`config.mk`:
```
export PLATFORM = sky130hd
export DESIGN_NAME = instruction_encoder
export DESIGN_NICKNAME = d
export VERILOG_FILES = /design/src/rtl/instruction_encoder.sv
export SDC_FILE = /design/constraint.sdc
export NUM_CORES = 1
export LEC_CHECK = 0
export ABC_AREA = 1
export CORE_MARGIN = 2
export CORE_UTILIZATION = 50
export DETAILED_ROUTE_END_ITERATION = 10
export HOLD_SLACK_MARGIN = 0.06
export PLACE_DENSITY = 0.94
export SLEW_MARGIN = 10
export SYNTH_ARGS = -nofsm -noshare
export SYNTH_HDL_FRONTEND = slang
export SYNTH_SLANG_ARGS = --single-unit
```
`constraint.sdc`:
```
create_clock -name clk -period 2.2 [get_ports clk]
set_input_delay 0.22 -clock clk [delete_from_list [all_inputs] [get_ports clk]]
set_output_delay 0.22 -clock clk [all_outputs]
set_load 0.05 [all_outputs]
```
`src/rtl/instruction_encoder.sv`:
```
// Packs decoded instruction fields into one or two 32-bit machine words with
// valid/ready handshaking on both sides and a wrapping emitted-instruction counter.
module instruction_encoder #(
    parameter int unsigned CNT_W  = 16,
    parameter int unsigned SIMM_W = 10
) (
    input  logic             clk,
    input  logic             rst_n,
    input  logic             in_valid,
    output logic             in_ready,
    input  logic [2:0]       in_kind,
    input  logic [2:0]       in_cond,
    input  logic [4:0]       in_op,
    input  logic [4:0]       in_rd,
    input  logic [4:0]       in_rs,
    input  logic [4:0]       in_rq,
    input  logic [31:0]      in_imm,
    input  logic [1:0]       in_shift_type,
    input  logic [4:0]       in_shift_amt,
    output logic             out_valid,
    input  logic             out_ready,
    output logic [31:0]      out_word,
    output logic             out_last,
    output logic             err_invalid,
    output logic [CNT_W-1:0] instr_count
);

    localparam logic [1:0] ST_IDLE = 2'd0;
    localparam logic [1:0] ST_W0   = 2'd1;
    localparam logic [1:0] ST_EXT  = 2'd2;

    localparam logic [2:0] KIND_RRR    = 3'd0;
    localparam logic [2:0] KIND_RRI    = 3'd1;
    localparam logic [2:0] KIND_MEMORY = 3'd2;
    localparam logic [2:0] KIND_MODEL  = 3'd3;
    localparam logic [2:0] KIND_CUSTOM = 3'd4;

    localparam logic [4:0] OP_RESERVED = 5'h1f;

    logic [1:0]       state_q;
    logic [31:0]      word_q;
    logic             last_q;
    logic [31:0]      ext_q;
    logic             err_q;
    logic [CNT_W-1:0] count_q;

    logic [32-SIMM_W:0] imm_hi;
    logic               imm_fits;
    logic [4:0]         enc_a;
    logic [4:0]         enc_b;
    logic               enc_x;
    logic [31:0]        enc_ext;
    logic               enc_drop;
    logic [31:0]        enc_word0;
    logic               handshake;
    logic               accept;

    // Inline form only when bits above the signed immediate are a pure sign extension.
    assign imm_hi   = in_imm[31:SIMM_W-1];
    assign imm_fits = (&imm_hi) | ~(|imm_hi);

    always_comb begin
        enc_a    = '0;
        enc_b    = '0;
        enc_x    = 1'b0;
        enc_ext  = '0;
        enc_drop = 1'b0;
        case (in_kind)
            KIND_RRR: begin
                enc_drop = (in_op == OP_RESERVED);
                enc_a    = in_rq;
                enc_b    = in_shift_amt;
                enc_x    = (in_shift_type != 2'b00);
                enc_ext  = {30'b0, in_shift_type};
            end
            KIND_RRI, KIND_MEMORY: begin
                enc_drop = (in_kind == KIND_MEMORY) && (in_op == OP_RESERVED);
                if (imm_fits) begin
                    enc_a = in_imm[9:5];
                    enc_b = in_imm[4:0];
                end else begin
                    enc_x   = 1'b1;
                    enc_ext = in_imm;
                end
            end
            KIND_MODEL: begin
                enc_a = in_rq;
            end
            KIND_CUSTOM: begin
                enc_a   = in_rq;
                enc_x   = 1'b1;
                enc_ext = in_imm;
            end
            default: enc_drop = 1'b1;
        endcase
    end

    assign enc_word0 = {in_kind, in_cond, in_op, in_rd, in_rs, enc_a, enc_x, enc_b};

    assign out_valid   = (state_q != ST_IDLE);
    assign out_word    = word_q;
    assign out_last    = last_q;
    assign err_invalid = err_q;
    assign instr_count = count_q;

    assign handshake = out_valid & out_ready;
    // Accepting on the final handshake keeps back-to-back instructions bubble-free.
    assign in_ready  = (state_q == ST_IDLE) | (handshake & last_q);
    assign accept    = in_valid & in_ready;

    always_ff @(posedge clk) begin
        if (!rst_n) begin
            state_q <= ST_IDLE;
            word_q  <= '0;
            last_q  <= 1'b0;
            ext_q   <= '0;
            err_q   <= 1'b0;
            count_q <= '0;
        end else begin
            err_q <= accept & enc_drop;
            if (handshake && last_q) begin
                count_q <= count_q + CNT_W'(1);
            end
            // In W0, a pending ext word is signalled by last_q being clear.
            if (handshake && (state_q == ST_W0) && !last_q) begin
                state_q <= ST_EXT;
                word_q  <= ext_q;
                last_q  <= 1'b1;
            end else if (accept && !enc_drop) begin
                state_q <= ST_W0;
                word_q  <= enc_word0;
                last_q  <= ~enc_x;
                ext_q   <= enc_ext;
            end else if (handshake) begin
                state_q <= ST_IDLE;
            end
        end
    end

endmodule
```
# After elaboration in Yosys (flattened, before gate mapping)
# Index checks and enable logic that the tools add are counted.
# op_classes
add_sub_neg	1
mul	0
div_mod_pow	0
order_cmp	0
eq_ne	6
shifts	0
muxes	16
n_bitwise	10
reduce_logical	21
# ops
operator	n
32-bit two-way mux	3
32-bit case mux with 3 select lines	1
23-bit AND reduction	1
23-bit OR reduction	1
5-bit case mux with 2 select lines	2
16-bit by 1-bit adder with 16-bit output (second input constant)	1
5-bit two-way mux	2
2-bit nonzero test	4
3-bit by 2-bit == test with 1-bit output (second input constant)	2
2-bit two-way mux	3
1-bit case mux with 3 select lines	2
2-bit OR reduction	3
5-bit == test (second input constant)	1
1-bit logical AND	5
1-bit AND	4
1-bit inverter	4
3-bit by 1-bit == test with 1-bit output (second input constant)	1
3-bit == test (second input constant)	1
3-bit logical NOT	1
1-bit two-way mux	3
3-bit nonzero test	1
3-bit OR reduction	1
2-bit by 1-bit == test with 1-bit output (second input constant)	1
1-bit logical NOT	2
3 further kinds	4
# word_totals
ff_bits	84
latch_bits	0
ramBits	0
rom_bits	0
input_bits	69
output_inout_bits	52
elab_cells	61
memories	0

# Depth between registers and ports, before layout
# logic_depth
depth_word	8
ltp_mapped	12
mapped_depth_nobuf	11

# Least setup slack after synthesis
# OpenSTA, ideal clock, no wires.
# synth_timing
kind	reg-to-reg
from	register last_q, in the netlist out_last
to	register word_q[3], in the netlist out_word[3]
setup_ps	128
arrival_time_ps	1965
required_time_ps	2072
slack_ps	107
stages_incl_launch_ff	12
path_buffers	2
period_less_slack_ps	2093
path_cell_list	dfxtp_1 nand2_1 nand2_1 nand2_1 inv_1 nand2_2 buf_6 buf_2 nand3_1 nand2_1 a21oi_1 nor2_1
# synth_between
elab_chain_cells	5
elab_cells_between_ends	8
cone_classes	mux (1); bitwise (3); reduce/logical (4)
# synth_rtl
element	line_no	source
start, declared	42	logic last_q;
start signal, assigned	132	last_q <= ~enc_x;
1-bit AND	108	assign in_ready = (state_q == ST_IDLE) | (handshake & last_q);
1-bit bitwise OR	108	
named net in_ready	10	output logic in_ready,
1-bit AND	109	assign accept = in_valid & in_ready;
1-bit logical AND	129	end else if (accept && !enc_drop) begin
2-bit nonzero test (no line)	-	
end signal, assigned	127	word_q <= ext_q;
end signal, assigned	131	word_q <= enc_word0;
end, declared	41	logic [31:0] word_q;
# The timed path passes the listed nets, and every way through them passes these cells.
# A chain may end at the register's enable or synchronous reset.

# Worst setup path after layout
# layout_timing
from	register state_q[1]
to	output port out_valid
# layout_between
elab_chain_cells	1
# layout_rtl
element	line_no	source
start, declared	40	logic [1:0] state_q;
start signal, assigned	113	state_q <= ST_IDLE;
start signal, assigned	126	state_q <= ST_EXT;
start signal, assigned	130	state_q <= ST_W0;
2-bit nonzero test	100	assign out_valid = (state_q != ST_IDLE);
end, declared	20	output logic out_valid,
# No other way between the ends.

==> impl_metrics.yaml <==
worst_hold_path:
  hp-class: "in2reg"
  min_from: "in_rd[3]"
  whs_path_depth: 3
  whs_endpoint: "out_word[19]"
setup_path:
  path_delay_family: "buffers and inverters"
  crit_path_cell_trace: "inv_1 -> nand2_2 -> clkdlybuf4s50_1"
  r2r-start: "instr_count[0]"
  crit_buf_inv: 2
  r2r_end: "instr_count[14]"
  cp_data_required_time_ns: 1.98
  path_class: "reg2out"
  cp-start-kind: "flip-flop"
  crit_fanout: 3
  r2r_setup_slack_ns: 0.55
  cp.arrival_ns: 1.67
  crit_path_top_delay_cell: "clkdlybuf4s50_1"
  setup.worst_path.end_class: "primary output"
  ff2ff_path_depth: 8
  slowest_delay_ns: 0.80
power:
  ir_worst_vdd_uv: 412
  power_switching_w: 0.000970
  p_int_w: 0.00257
  switching_share_pct: 27.4
  combinationalPowerShare_pct: 18.6
  power_density_nw_per_um2: 663
  p_seq_share_pct: 45.3
  p_leak_nw: 2.06
  clockPowerShare_pct: 36.2
clocking:
  clk_path_buf_depth: 2
  clkSinkCount: 84
  clk_pin_slew_ns: 0.08
  hold_buffers: 0
  htree_num_levels: 3
  post_cts_resized: 0
  cts_buffers: 9
  cts_tree: "built"
  cts-root-buf: "clkbuf_8"
  clk_latency_ns: 0.37
  post_cts_buffers: 0
sta:
  fin_skew_ns: 0.00880
  finalHoldViolCount: 0
  setup_viol: 0
  slew_headroom_pct: 63.0
  finalCritPeriodShare_pct: 85.9
  finalCriticalPeriod_ns: 1.89
  report.final.slew_viol_count: 0
  worstMarginPinSlew_ns: 0.553
  rsz0062_at_grt: "no"
  fmax_mhz: 529
  final.setup.tns_ns: 0
synth:
  syn_area_um2: 3820
  synth_nets: 616
  ys_types: 32
  synth_edf_count: 0
  synth.area.top_cells: "dfxtp_1, nand2_1, nand3_1"
  ys.warnings.count: 0
  syn_avg_cell_area_um2: 6.99
  synthArstFlopShare_pct: 0
  synth_top_area_share_pct: 44.1
  netlist_top_cells_count: "nand2_1, dfxtp_1, nand3_1"
  synth_area_leader_cell: "dfxtp_1"
  synth_most_common_cell: "nand2_1"
  synthCells: 546
  yosysSeqAreaShare_pct: 44.1
  ys.flop_type: "dfxtp_1"
  synth_seq_cells: 84
floorplanning:
  num_rows: 31
  die_y_um: 91.4
  io_pins: 121
  initial_utilization_pct: 52.1
  die-width_um: 91.4
  dieArea_um2: 8350
  core-area_um2: 7330
finish:
  fillerInstances: 525
  antenna-diode-count: 0
  post-route-util_pct: 72.9
  syn_to_final_growth_pct: 40.0
  drive_above_1_share_pct: 7.50
  final_nets: 734
placed_design:
  portBuffers: 120
  hpwl_um: 8000
  place_congestion: 0.889
global_route:
  grt_pass1_wl_um: 18200
  antenna_found_initial: 0
  grt_pass1_vias: 3947
  grt_overflow_total: 0
  grtUsageTotal_pct: 27.0
  grt_max_degree: 28
drt:
  viasPerCell: 5.44
  wl_per_cell_um: 14.5
  num_vias: 4169
  ant_nets: 0
  drt-pass1-iter-count: 5
  totalWireLength_um: 11100
  drtIter0Drc: 266
  drc: 0
run:
  drv_cap: 0
status:
  status: "finished clean"
power by group through the flow:
| stage | Combinational [W] | Clock (W) | Sequential (W) |
|---|---|---|---|
| after floorplan | 0.000249 | 0 | 0.00175 |
| after global placement | 0.000636 | 0 | 0.00164 |
| after detailed placement | 0.000648 | 0 | 0.00164 |
| after CTS | 0.000652 | 0.00129 | 0.00160 |
| after global routing | 0.000698 | 0.00136 | 0.00161 |
| final | 0.000657 | 0.00128 | 0.00160 |
worst max-delay path by stage:
| stage | start | endpoint | slack, ns | cells past startpoint |
|---|---|---|---|---|
| after floorplan | out_last | out_word[3] | 0.11 | 11 |
| after global placement | in_kind[0] | ext_q[23] | 0.28 | 9 |
| after detailed placement | in_kind[0] | ext_q[27] | 0.20 | 9 |
| after CTS | state_q[1] | out_valid | 0.31 | 3 |
| after global routing | state_q[0] | out_valid | 0.26 | 3 |
| final | state_q[1] | out_valid | 0.31 | 3 |
per-stage QoR:
stage / hold slack (ns) / total power [W] / cell area (um2) / cells / setup WS [ns]
5_1_grt: 0.450 / 0.00367 / 5350 / 766 / 0.263
6_report: 0.448 / 0.00354 / 5350 / 766 / 0.310
2_1_floorplan: 0.372 / 0.00200 / 3820 / 546 / 0.107
4_1_cts: 0.447 / 0.00355 / 5350 / 766 / 0.306
3_3_place_gp: 0.452 / 0.00227 / 5120 / 752 / 0.280
3_5_place_dp: 0.456 / 0.00229 / 5120 / 752 / 0.203
cell type report:
cell class                 instances  area (um2)  area share [%]
clock inverter                     5         103            1.92
tap                               99         124            2.32
multi-input combinational        402        1870            34.9
inverter                          31         116            2.18
clock buffer                       9         124            2.32
timing repair buffer             136        1330            24.9
sequential                        84        1680            31.5
layout by cell type, fill, tap and decap left out:
cell / n
clkinv_2: 1
dfxtp_1: 84
nand2_1: 166
xor2_1: 3
and3_1: 1
a31oi_1: 12
nor2_4: 2
a22oi_1: 11
buf_12: 1
o21a_1: 1
a21oi_2: 1
nand3_1: 65
nand4_1: 1
nor3_2: 1
nand2_2: 5
inv_2: 5
a21oi_1: 56
clkbuf_8: 9
o21ai_0: 13
bufinv_16: 3
clkdlybuf4s50_1: 119
nor2_2: 2
nor3_1: 5
nand3_2: 1
nor3b_1: 1
nand3b_1: 1
clkinvlp_4: 1
inv_1: 26
nor2_1: 51
ha_1: 1
nor3b_2: 1
nor3_4: 1
buf_4: 16
cell families after synthesis:
family / count (synthesis) / share of synthesized area (%)
xor+xnor: 3 / 0.688
simple gates: 304 / 34.2
buf+inv: 60 / 7.14
compound gates: 94 / 13.6
fa+ha+maj: 1 / 0.328
flops: 84 / 44.1
registers in the layout (all words and copies together) (netlist names):
name,flops
ext_q,32
err_invalid,1
instr_count,16
out_word,32
out_last,1
state_q,2
routing by layer:
layer	share of wire, %	global-route usage, %	vias to the layer above
met5	0	0	-
met4	2.5	11.5	0
met3	8.2	5.73	26
met2	49	46.2	215
met1	41	32.6	1902
li1	-	-	2026
tightest hold or removal path, stage by stage:
cell and delay (ns):
clkdlybuf4s50_1 0.41, nand2_1 0.07, a31oi_1 0.07
Power figures use the tool's default switching activity.
